$ cat src/rtl/gcd_pkg.sv
// Shared definitions for the GCD control path and its paired datapath.
// Holds the controller state encoding and the default operand width.
// No logic; imported by gcd_ctrl and the datapath.
package gcd_pkg;

  // Default operand width, shared with the datapath so both agree
  localparam int GCD_NUM_WIDTH = 16;

  // Controller states
  typedef enum logic [2:0] {
    ST_IDLE,
    ST_LOAD,
    ST_CHECK,
    ST_SUB,
    ST_FOUND,
    ST_DONE
  } gcd_state_e;

endpackage

$ cat src/rtl/gcd_ctrl.sv
// Control FSM for the subtractive GCD datapath: load, iterate subtract steps, report.
// Latency: 2*iters+3 normal, 2 on zero operand, 2*MAX_ITER+2 on timeout (accept edge to done_valid).
// Backpressure: start accepted only in IDLE; DONE holds status until done_ready.
module gcd_ctrl
  import gcd_pkg::*;
#(
  parameter int NUM_WIDTH = GCD_NUM_WIDTH,
  parameter int CNT_WIDTH = NUM_WIDTH + 1,
  parameter int MAX_ITER  = 2**NUM_WIDTH
) (
  input  logic                 clk,
  input  logic                 n_rst,
  input  logic                 start_valid,
  output logic                 start_ready,
  input  logic                 a_zero,
  input  logic                 b_zero,
  input  logic                 equal,
  input  logic                 a_gt_b,
  output logic                 load,
  output logic                 sub_en,
  output logic                 a_sub_b,
  output logic                 found,
  output logic                 done_valid,
  input  logic                 done_ready,
  output logic [CNT_WIDTH-1:0] iter_count,
  output logic                 err_zero,
  output logic                 err_timeout
);

  localparam logic [CNT_WIDTH-1:0] MAX_CNT = CNT_WIDTH'(MAX_ITER);

  gcd_state_e           state_q, state_d;
  logic [CNT_WIDTH-1:0] iter_q;
  logic                 a_sub_b_q;
  logic                 err_zero_q;
  logic                 err_timeout_q;
  logic                 start_ready_q;
  logic                 load_q;
  logic                 sub_en_q;
  logic                 found_q;
  logic                 done_valid_q;
  logic                 any_zero;
  logic                 at_limit;

  assign any_zero = a_zero | b_zero;
  assign at_limit = (iter_q == MAX_CNT);

  // Next-state selection; CHECK applies zero > equal > limit > subtract priority
  always_comb begin
    state_d = state_q;
    case (state_q)
      ST_IDLE:  if (start_valid) state_d = ST_LOAD;
      ST_LOAD:  state_d = ST_CHECK;
      ST_CHECK: begin
        if (any_zero)      state_d = ST_DONE;
        else if (equal)    state_d = ST_FOUND;
        else if (at_limit) state_d = ST_DONE;
        else               state_d = ST_SUB;
      end
      ST_SUB:   state_d = ST_CHECK;
      ST_FOUND: state_d = ST_DONE;
      ST_DONE:  if (done_ready) state_d = ST_IDLE;
      default:  state_d = ST_IDLE;
    endcase
  end

  // State register, strobes decoded from the next state, and status registers
  always_ff @(posedge clk) begin
    if (!n_rst) begin
      state_q       <= ST_IDLE;
      iter_q        <= '0;
      a_sub_b_q     <= 1'b0;
      err_zero_q    <= 1'b0;
      err_timeout_q <= 1'b0;
      start_ready_q <= 1'b1;
      load_q        <= 1'b0;
      sub_en_q      <= 1'b0;
      found_q       <= 1'b0;
      done_valid_q  <= 1'b0;
    end else begin
      state_q       <= state_d;
      start_ready_q <= (state_d == ST_IDLE);
      load_q        <= (state_d == ST_LOAD);
      sub_en_q      <= (state_d == ST_SUB);
      found_q       <= (state_d == ST_FOUND);
      done_valid_q  <= (state_d == ST_DONE);

      if (state_q == ST_IDLE && start_valid) begin
        iter_q        <= '0;
        err_zero_q    <= 1'b0;
        err_timeout_q <= 1'b0;
      end

      if (state_q == ST_CHECK) begin
        if (any_zero)             err_zero_q    <= 1'b1;
        else if (equal)           ;
        else if (at_limit)        err_timeout_q <= 1'b1;
        else                      a_sub_b_q     <= a_gt_b;
      end

      // Count completed subtract steps, sticking at all-ones rather than wrapping
      if (state_q == ST_SUB && iter_q != '1) begin
        iter_q <= iter_q + 1'b1;
      end
    end
  end

  assign start_ready = start_ready_q;
  assign load        = load_q;
  assign sub_en      = sub_en_q;
  assign found       = found_q;
  assign done_valid  = done_valid_q;
  assign a_sub_b     = a_sub_b_q;
  assign iter_count  = iter_q;
  assign err_zero    = err_zero_q;
  assign err_timeout = err_timeout_q;

endmodule

$ cat config.mk
export PLATFORM = sky130hd
export DESIGN_NAME = gcd_ctrl
export DESIGN_NICKNAME = d
export VERILOG_FILES = /design/src/rtl/gcd_pkg.sv /design/src/rtl/gcd_ctrl.sv
export SDC_FILE = /design/constraint.sdc
export NUM_CORES = 1
export LEC_CHECK = 0
export ABC_AREA = 1
export ABC_CLOCK_PERIOD_IN_PS = 5600
export CELL_PAD_IN_SITES_DETAIL_PLACEMENT = 1
export CELL_PAD_IN_SITES_GLOBAL_PLACEMENT = 2
export CORE_MARGIN = 2
export CORE_UTILIZATION = 28
export DETAILED_ROUTE_END_ITERATION = 8
export PLACE_DENSITY = 0.93
export SLEW_MARGIN = 5
export SYNTH_ARGS = -nofsm -noshare
export SYNTH_HDL_FRONTEND = slang
export SYNTH_SLANG_ARGS = --single-unit
$ cat constraint.sdc
create_clock -name clk -period 5.6 [get_ports clk]
set_input_delay 0.84 -clock clk [delete_from_list [all_inputs] [get_ports clk]]
set_output_delay 0.84 -clock clk [all_outputs]
set_load 0.005 [all_outputs]
# Yosys cells after proc, flatten, opt, wreduce, memory -nomap -nowiden
# Index checks and enable logic that the tools add are counted.
# word_totals
regBits	28
latch_bits	0
ram_bits	0
rom_bits	0
input_bits	8
output_inout_bits	25
elab_cells	49
memories	0
# op_classes
n_addsub	1
mul	0
n_div	0
magnitude_cmp	0
eq_ne	11
shift	0
muxes	16
n_bitwise	4
reduce_logical	7
# op_table
cell	count
$mux 17	2
$add 17x1->17 const B	1
$eq 17x17->1 const B	1
$ne 17x17->1 const B	1
$mux 3	5
$pmux 3 s5	1
$eq 3x3->1 const B	4
$eq 3x2->1 const B	3
$mux 1	8
$eq 3x1->1 const B	2
$logic_not 3->1	2
$reduce_and 4->1	1
$not 1->1	3
$logic_and 1x1->1	2
$reduce_bool 2->1	1
$reduce_or 2->1	1
$or 1x1->1	1

# Logic depth before layout (Yosys ltp)
# Gate-level depths: netlist (run 1).
# logic_depth
depth_word	7
depth_mapped	16
mapped_depth_nobuf	16

# Worst setup path before layout (run 1)
# Ideal clock, no wire load.
# synth_path
kind	register to register
start	register iter_q[0], in the netlist iter_count[0]
end	register iter_q[5], in the netlist iter_count[5]
setup_time_ps	70
t_arrival_ps	1928
t_required_ps	5530
setup_slack_ps	3603
path_stages_with_launch	17
path_buffers	0
synth_period_minus_slack_ps	1997
cell_sequence	dfxtp_1 -> ha_1 -> nand2_2 -> nor2_2 -> nand2_2 -> nor2_4 -> nand2_2 -> nor4_2 -> ha_1 -> inv_1 -> nand2_1 -> nor2_4 -> inv_2 -> nand2_1 -> inv_2 -> nand2_1 -> a21oi_1
# synth_via
elab_chain_cells	3
word_cells_on_any_way	5
cone_classes	1 x add/sub; 1 x eq/ne; 1 x mux; 2 x reduce/logical
# synth_rtl
element	line_no	rtl
from (decl)	gcd_ctrl.sv:33	logic [CNT_WIDTH-1:0] iter_q;
from (signal assigned)	gcd_ctrl.sv:103	iter_q <= iter_q + 1'b1;
parallel branches: the longest is 3 deep, another holds $add 17x1->17	--	
# Several ways; the timed one is not identified.
# A chain may end at the register's enable or synchronous reset.

# Final worst setup path (run 1)
# layout_path
start	register iter_q[0], in the netlist iter_count[0]
end	register iter_q[1], in the netlist iter_count[1]
# Same word-level chain as after synthesis.

==> results of run 1 <==
==> worst register-to-register path, delay by kind of cell, from the launching register on <==
family / cells / cell delay (ps)
buf+inv: 3 / 320
fa+ha+maj: 2 / 410
simple gates: 10 / 1150
flops: 1 / 450
compound gates: 1 / 130
==> routing by layer <==
metal	vias to the layer above	global-route usage [%]	wire (um)
met4	0	3.51	44
met2	25	25.9	1880
li1	730	-	-
met3	5	1.85	127
met1	653	19.8	1890
met5	-	0	0
==> state kept, by name, indices dropped and copies added, names as in the netlist <==
name / flops
err_zero: 1
err_timeout: 1
found: 1
sub_en: 1
a_sub_b: 1
iter_count: 17
load: 1
state_q: 3
done_valid: 1
start_ready: 1
==> report_power, final <==
group	internal [uW]	switching, uW	leakage, uW
clock	95.9	69.0	0.0000357
sequential	205	3.29	0.000227
combinational	19.0	28.5	0.000434
==> cells by family (layout without fill, tap and decap cells) <==
logic type | Yosys count | count (layout)
simple gates | 112 | 112
compound gates | 33 | 33
buf+inv | 31 | 64
flops | 28 | 28
fa+ha+maj | 3 | 3
==> Yosys cell counts (all sizes together) <==
cell,number
nand2,57
nor2,35
dfxtp,28
inv,28
nand3,15
a21oi,13
o21ai,10
ha,3
o22ai,3
a21boi,2
a22oi,2
clkbuf,2
nor3,2
and3,1
buf,1
nand4,1
nor4,1
o21a,1
o21bai,1
o31ai,1
==> metrics by stage <==
step	util, %	cell area (sq um)	std cells	power, uW
floorplan	-	1430	207	239
global placement	36.4	1830	306	260
detailed placement	36.4	1830	306	261
CTS	37.9	1900	310	427
global route	37.9	1900	310	439
finish	37.9	1900	310	420
==> final timing paths <==
check / from / endpoint / cells after the start
worst max-delay path: iter_count[0]$_SDFFE_PN0P_ / iter_count[1]$_SDFFE_PN0P_ / 16
worst min-delay path: a_sub_b$_SDFFE_PN0P_ / a_sub_b$_SDFFE_PN0P_ / 2
worst max register to register: iter_count[0]$_SDFFE_PN0P_ / iter_count[1]$_SDFFE_PN0P_ / 16
worst min register to register: a_sub_b$_SDFFE_PN0P_ / a_sub_b$_SDFFE_PN0P_ / 2
==> cell type report <==
| cell class | count | share of cell area (%) |
|---|---|---|
| Multi-Input combinational cell | 148 | 39.6 |
| Clock inverter | 1 | 1.58 |
| Tap cell | 70 | 4.62 |
| Inverter | 28 | 5.54 |
| Sequential cell | 28 | 29.6 |
| Timing Repair Buffer | 32 | 16.9 |
| Clock buffer | 3 | 2.18 |
==> summary.md, run 1 <==
## Global routing
* **gr ovfl total** 0
* **Overall Global Routing Usage** 14.9%
* **first-pass GRT wire length** 6.56 mm
* **pin count of the biggest net entering global routing** 17
* **number of antenna violations at the first check in global routing** 0
* **via count of the first global-routing pass** 1410

## Clock tree
* **Root Driver** sky130_fd_sc_hd__clkbuf_8
* **clk_lat worst skew** 280 ps
* **largest buffer count on any clock path** 2
* **number of buffers inserted to repair setup after CTS** 0
* **quantity of hold-fixing buffers added after cts** 0
* **clock transition time at the flip-flop clock pins of the worst setup and hold paths** 100 ps
* **Resized cells post-CTS** 0
* **CTS H-Tree Depth** 1
* **TritonCTS Buffers** 3
* **Num Clock Sinks** 28
* **TritonCTS clock tree** built

## Synth
* **biggest area contributors in the synthesized netlist** sky130_fd_sc_hd__dfxtp_1, sky130_fd_sc_hd__nand2_1, sky130_fd_sc_hd__nor2_1, sky130_fd_sc_hd__inv_1, sky130_fd_sc_hd__a21oi_1
* **post-synth top area share** 39.2%
* **number of nets produced by synthesis** 218
* **xor/xnor share of the synthesized area** 0%
* **largest area contributor in the synthesized netlist** sky130_fd_sc_hd__dfxtp_1
* **fraction of the yosys area taken by sequential cells** 39.2%
* **fraction of the mapped netlist area in compound gates** 13.4%
* **Syn Std Cell Area** 1430 sq um
* **simple logic cell fraction of the synthesized area** 36.6%
* **Yosys Warn Count** 0
* **flops & latches, synth** 28
* **combinational family with the most area after synthesis** simple AND/OR/NAND/NOR gates
* **Synth Area per Inst** 6.91 sq um
* **Post-Syn Instances** 207
* **count of unique library cells instantiated by Yosys** 28
* **portion of netlist area occupied by mux cells** 0%
* **Synth Area in Adders** 2.62%

## Timing
* **fraction of the cycle the final worst path needs** 44.8%
* **Max Clock Skew** 4.97 ps
* **Final Max Slew Viols** 0
* **relative slew slack** 60.7%
* **clock period minus worst slack** 2510 ps
* **Final Hold Vio Count** 0
* **highest attainable clock frequency** 0.399 GHz
* **summed negative setup slack over all endpoints** 0 ps
* **post-route worst setup slack** 3090 ps
* **Worst Hold Slack** 479 ps
* **final setup vio count** 0
* **Worst-Margin Slew** 587 ps
* **setup repair after global routing missed its margin** false

## Route
* **drt first-iter violations** 65
* **number of detailed-route iterations in the first pass** 4
* **wire length after detailed routing** 3.95 mm
* **mean number of vias per cell** 4.56
* **remaining antenna violation count after routing** 0
* **mean routed wirelength per cell** 12.7 um
* **total via count after detailed routing** 1413
* **Remaining DRCs** 0

## Die
* **std cell rows** 26
* **Die Wd** 75.5 um
* **Die Footprint** 5690 sq um
* **die boundary height** 75.5 um
* **starting density of the core** 28.5%
* **total core area** 5010 sq um
* **I/O pin count** 33

## Placed design
* **setup slack at placement** 3080 ps
* **post-DP HPWL** 2.94 mm
* **routability congestion estimate from global placement** 0.809
* **count of port buffers added during placement** 32

## Layout
* **number of nets in the layout** 252
* **synthesis-to-finish area growth** 32.6%
* **area taken by multi-input logic gates** 752 sq um
* **fill cell count** 643
* **share of post-route cells with drive strength above 1** 10.4%
* **register cell area after layout** 561 sq um
* **count of antenna diodes in the layout** 0
* **most common cell after layout, fill and taps aside** sky130_fd_sc_hd__nand2_1
* **most used cells in the layout excluding fill and tap cells** sky130_fd_sc_hd__nand2_1, sky130_fd_sc_hd__clkdlybuf4s50_1, sky130_fd_sc_hd__dfxtp_1

## Worst setup path
* **CP Data Arrival Time** 2720 ps
* **worst path required time** 5810 ps
* **family with the most delay on the worst path** simple AND/OR/NAND/NOR gates
* **critical path type** register to register
* **worst path buffer plus inverter count** 3
* **critical-path maximum fanout** 15
* **element type at the critical path start** register
* **maximum cell stage delay along the critical path** 450 ps
* **Cell Chain, Critical Path** ha_1 -> nand2_2 -> nor2_2 -> nand2_2 -> nor2_4 -> nand2_2 -> nor4_2 -> ha_1 -> inv_1 -> nand2_1 -> nor2_4 -> inv_2 -> nand2_1 -> inv_2 -> nand2_1 -> a21oi_1
* **endpoint kind of the worst setup timing path** register
* **reg2reg setup slack** 3090 ps
* **cell with the largest stage delay on the worst path** sky130_fd_sc_hd__dfxtp_1

## Power
* **P_leak** 0.000696 uW
* **VDD IR max** 0.000135 V
* **power density of the placed cells** 222 nW/um^2

## Run
* **# Max-Cap Violations** 0

## Run status
* **outcome** completed

## Hold path
* **class of the tightest hold or removal check** register to register

Note: power is estimated with default switching activity, not from simulation.
==> run 2: changes to the inputs <==
--- a/config.mk
+++ b/config.mk
@@ -6,13 +6,13 @@
 export NUM_CORES = 1
 export LEC_CHECK = 0
 export ABC_AREA = 1
-export ABC_CLOCK_PERIOD_IN_PS = 5600
+export ABC_CLOCK_PERIOD_IN_PS = 2600
 export CELL_PAD_IN_SITES_DETAIL_PLACEMENT = 1
 export CELL_PAD_IN_SITES_GLOBAL_PLACEMENT = 2
 export CORE_MARGIN = 2
-export CORE_UTILIZATION = 28
+export CORE_UTILIZATION = 26
 export DETAILED_ROUTE_END_ITERATION = 8
-export PLACE_DENSITY = 0.93
+export PLACE_DENSITY = 0.88
 export SLEW_MARGIN = 5
 export SYNTH_ARGS = -nofsm -noshare
 export SYNTH_HDL_FRONTEND = slang
==> constraint.sdc (replaced) <==
create_clock -name clk -period 2.6 [get_ports clk]
set_input_delay 0.39 -clock clk [delete_from_list [all_inputs] [get_ports clk]]
set_output_delay 0.39 -clock clk [all_outputs]
set_load 0.005 [all_outputs]
==> run 2 against run 1 <==
Worst setup slack got worse by 2800 ps. Largest cell class unchanged. Non-clock buffer count increased by 2. Critical endpoint is now iter_count[8]$_SDFFE_PN0P_. Worst hold slack about the same. Combinational power increased by 120%. Die area increased by 7.3%.
==> summary.md, run 2 (same netlist as run 1, synthesis figures left out) <==
## Run status
* **outcome** completed

## Power
* **VDD IR max** 0.000194 V
* **Gate power share** 13.1%
* **P_int** 587 uW
* **power density of the placed cells** 420 nW/um^2
* **P_leak** 0.000692 uW
* **switch share** 25.8%
* **sequential share of power** 56.6%
* **clock network fraction of total power** 30.3%
* **switching pwr** 204 uW

## Layout
* **max FFs per register** 17
* **number of nets in the layout** 254
* **most common cell after layout, fill and taps aside** sky130_fd_sc_hd__nand2_1
* **most used cells in the layout excluding fill and tap cells** sky130_fd_sc_hd__nand2_1, sky130_fd_sc_hd__clkdlybuf4s50_1, sky130_fd_sc_hd__dfxtp_1
* **count of antenna diodes in the layout** 0
* **final cell count without fillers** 313
* **fill cell count** 704
* **synthesis-to-finish area growth** 31.8%
* **share of post-route cells with drive strength above 1** 10.8%

## Clock tree
* **CTS H-Tree Depth** 1
* **quantity of hold-fixing buffers added after cts** 0
* **TritonCTS clock tree** built
* **largest buffer count on any clock path** 2
* **Root Driver** sky130_fd_sc_hd__clkbuf_8
* **clk_lat worst skew** 270 ps
* **clock transition time at the flip-flop clock pins of the worst setup and hold paths** 90 ps
* **TritonCTS Buffers** 3
* **number of buffers inserted to repair setup after CTS** 0
* **Resized cells post-CTS** 0
* **Num Clock Sinks** 28

## Route
* **drt first-iter violations** 51
* **wire length after detailed routing** 3.96 mm
* **mean routed wirelength per cell** 12.6 um
* **total via count after detailed routing** 1410
* **mean number of vias per cell** 4.50
* **Remaining DRCs** 0
* **number of detailed-route iterations in the first pass** 4
* **remaining antenna violation count after routing** 0

## Worst setup path
* **critical-path maximum fanout** 7
* **Cell Chain, Critical Path** ha_1 -> nand2_2 -> nor2_2 -> nand2_2 -> nor2_4 -> nand2_2 -> nor4_2 -> ha_1 -> inv_1 -> nand2_1 -> nor2_4 -> inv_2 -> nand2_1 -> inv_2 -> nand2_1 -> a21oi_1
* **maximum cell stage delay along the critical path** 440 ps
* **cell with the largest stage delay on the worst path** sky130_fd_sc_hd__dfxtp_1
* **element type at the critical path start** register
* **CP Data Arrival Time** 2540 ps
* **family with the most delay on the worst path** simple AND/OR/NAND/NOR gates
* **endpoint kind of the worst setup timing path** register
* **worst path buffer plus inverter count** 3
* **worst path required time** 2810 ps
* **critical path type** register to register

## Die
* **I/O pin count** 33
* **Die Footprint** 6110 sq um
* **starting density of the core** 26.5%
* **Die Wd** 78.2 um
* **total core area** 5410 sq um
* **die boundary height** 78.2 um
* **std cell rows** 27

## Timing
* **Final Max Slew Viols** 0
* **fraction of the cycle the final worst path needs** 89.7%
* **relative slew slack** 71.8%
* **highest attainable clock frequency** 0.429 GHz
* **setup repair after global routing missed its margin** false
* **final setup vio count** 0
* **Max Clock Skew** 3.25 ps
* **summed negative setup slack over all endpoints** 0 ps
* **Worst-Margin Slew** 422 ps
* **clock period minus worst slack** 2330 ps
* **Final Hold Vio Count** 0

## Global routing
* **Overall Global Routing Usage** 13.7%
* **gr ovfl total** 0
* **via count of the first global-routing pass** 1422
* **first-pass GRT wire length** 6.76 mm
* **pin count of the biggest net entering global routing** 15
* **number of antenna violations at the first check in global routing** 0

## Placed design
* **post-DP HPWL** 3.11 mm
* **placed cell count** 310
* **count of port buffers added during placement** 32
* **routability congestion estimate from global placement** 0.775

## Hold path
* **class of the tightest hold or removal check** register to register

## Run
* **# Max-Cap Violations** 0

[run 2: cell count changes in the layout (fill, tap and decap cells not counted)]
cell | previous run | this run
sky130_fd_sc_hd__bufinv_16 | 1 | 0
sky130_fd_sc_hd__buf_4 | 0 | 2
[run 2: worst paths after layout]
check	startpoint	to	slack (ps)	cells after the start
max	iter_count[0]$_SDFFE_PN0P_	iter_count[8]$_SDFFE_PN0P_	270	16
min	err_timeout$_SDFF_PN0_	err_timeout$_SDFF_PN0_	480	2
max reg2reg	iter_count[0]$_SDFFE_PN0P_	iter_count[8]$_SDFFE_PN0P_	270	16
min reg2reg	err_timeout$_SDFF_PN0_	err_timeout$_SDFF_PN0_	480	2
[run 2: stage by stage]
step	area [sq um]	worst slack (ps)	util, %	hold slack (ps)	power (uW)
finish	1880	268	34.9	479	791
global route	1880	34.2	34.9	508	835
CTS	1880	249	34.9	478	809
detailed placement	1840	277	34.1	458	563
global placement	1840	389	34.1	458	561
floorplan	1430	603	-	452	514
[run 2: area by class of cell]
class | instances | area, sq um | share of cell area [%]
Clock buffer | 3 | 41.3 | 2.19
Inverter | 28 | 105 | 5.58
Multi-Input combinational cell | 148 | 752 | 39.9
Sequential cell | 28 | 561 | 29.7
Tap cell | 72 | 90.1 | 4.78
Timing Repair Buffer | 34 | 335 | 17.8
[run 2: routing by layer]
| layer | vias up | GRT usage, % | share of wire, % |
|---|---|---|---|
| li1 | 730 | - | - |
| met4 | 0 | 4.39 | 1.3 |
| met1 | 652 | 17.5 | 49 |
| met2 | 23 | 23.4 | 46 |
| met3 | 5 | 2.64 | 3.6 |
| met5 | - | 0 | 0 |
[run 2: power by group through the flow]
stage          Combinational [uW]  Sequential, uW  Clock, uW
2_1_floorplan                56.6             458          0
3_3_place_gp                  104             457          0
3_5_place_dp                  105             458          0
4_1_cts                       106             448        255
5_1_grt                       117             450        268
6_report                      104             448        240
[run 2: tightest hold or removal path: cells and delay by family (launching register included)]
kind	cells	cell delay, ps
AO/OA/AOI/OAI	1	60
flip-flops	1	340
AND/OR/NAND/NOR	1	50
==> run 3: changes to the inputs <==
==> constraint.sdc (replaced) <==
create_clock -name clk -period 2.6 [get_ports clk]
set_input_delay 0.39 -clock clk [delete_from_list [all_inputs] [get_ports clk]]
set_output_delay 0.39 -clock clk [all_outputs]
set_load 0.01 [all_outputs]
==> results of run 3 <==
Same layout as run 2 (identical final DEF). Status: completed.
Main changes from that run: total power 791 uW -> 794 uW
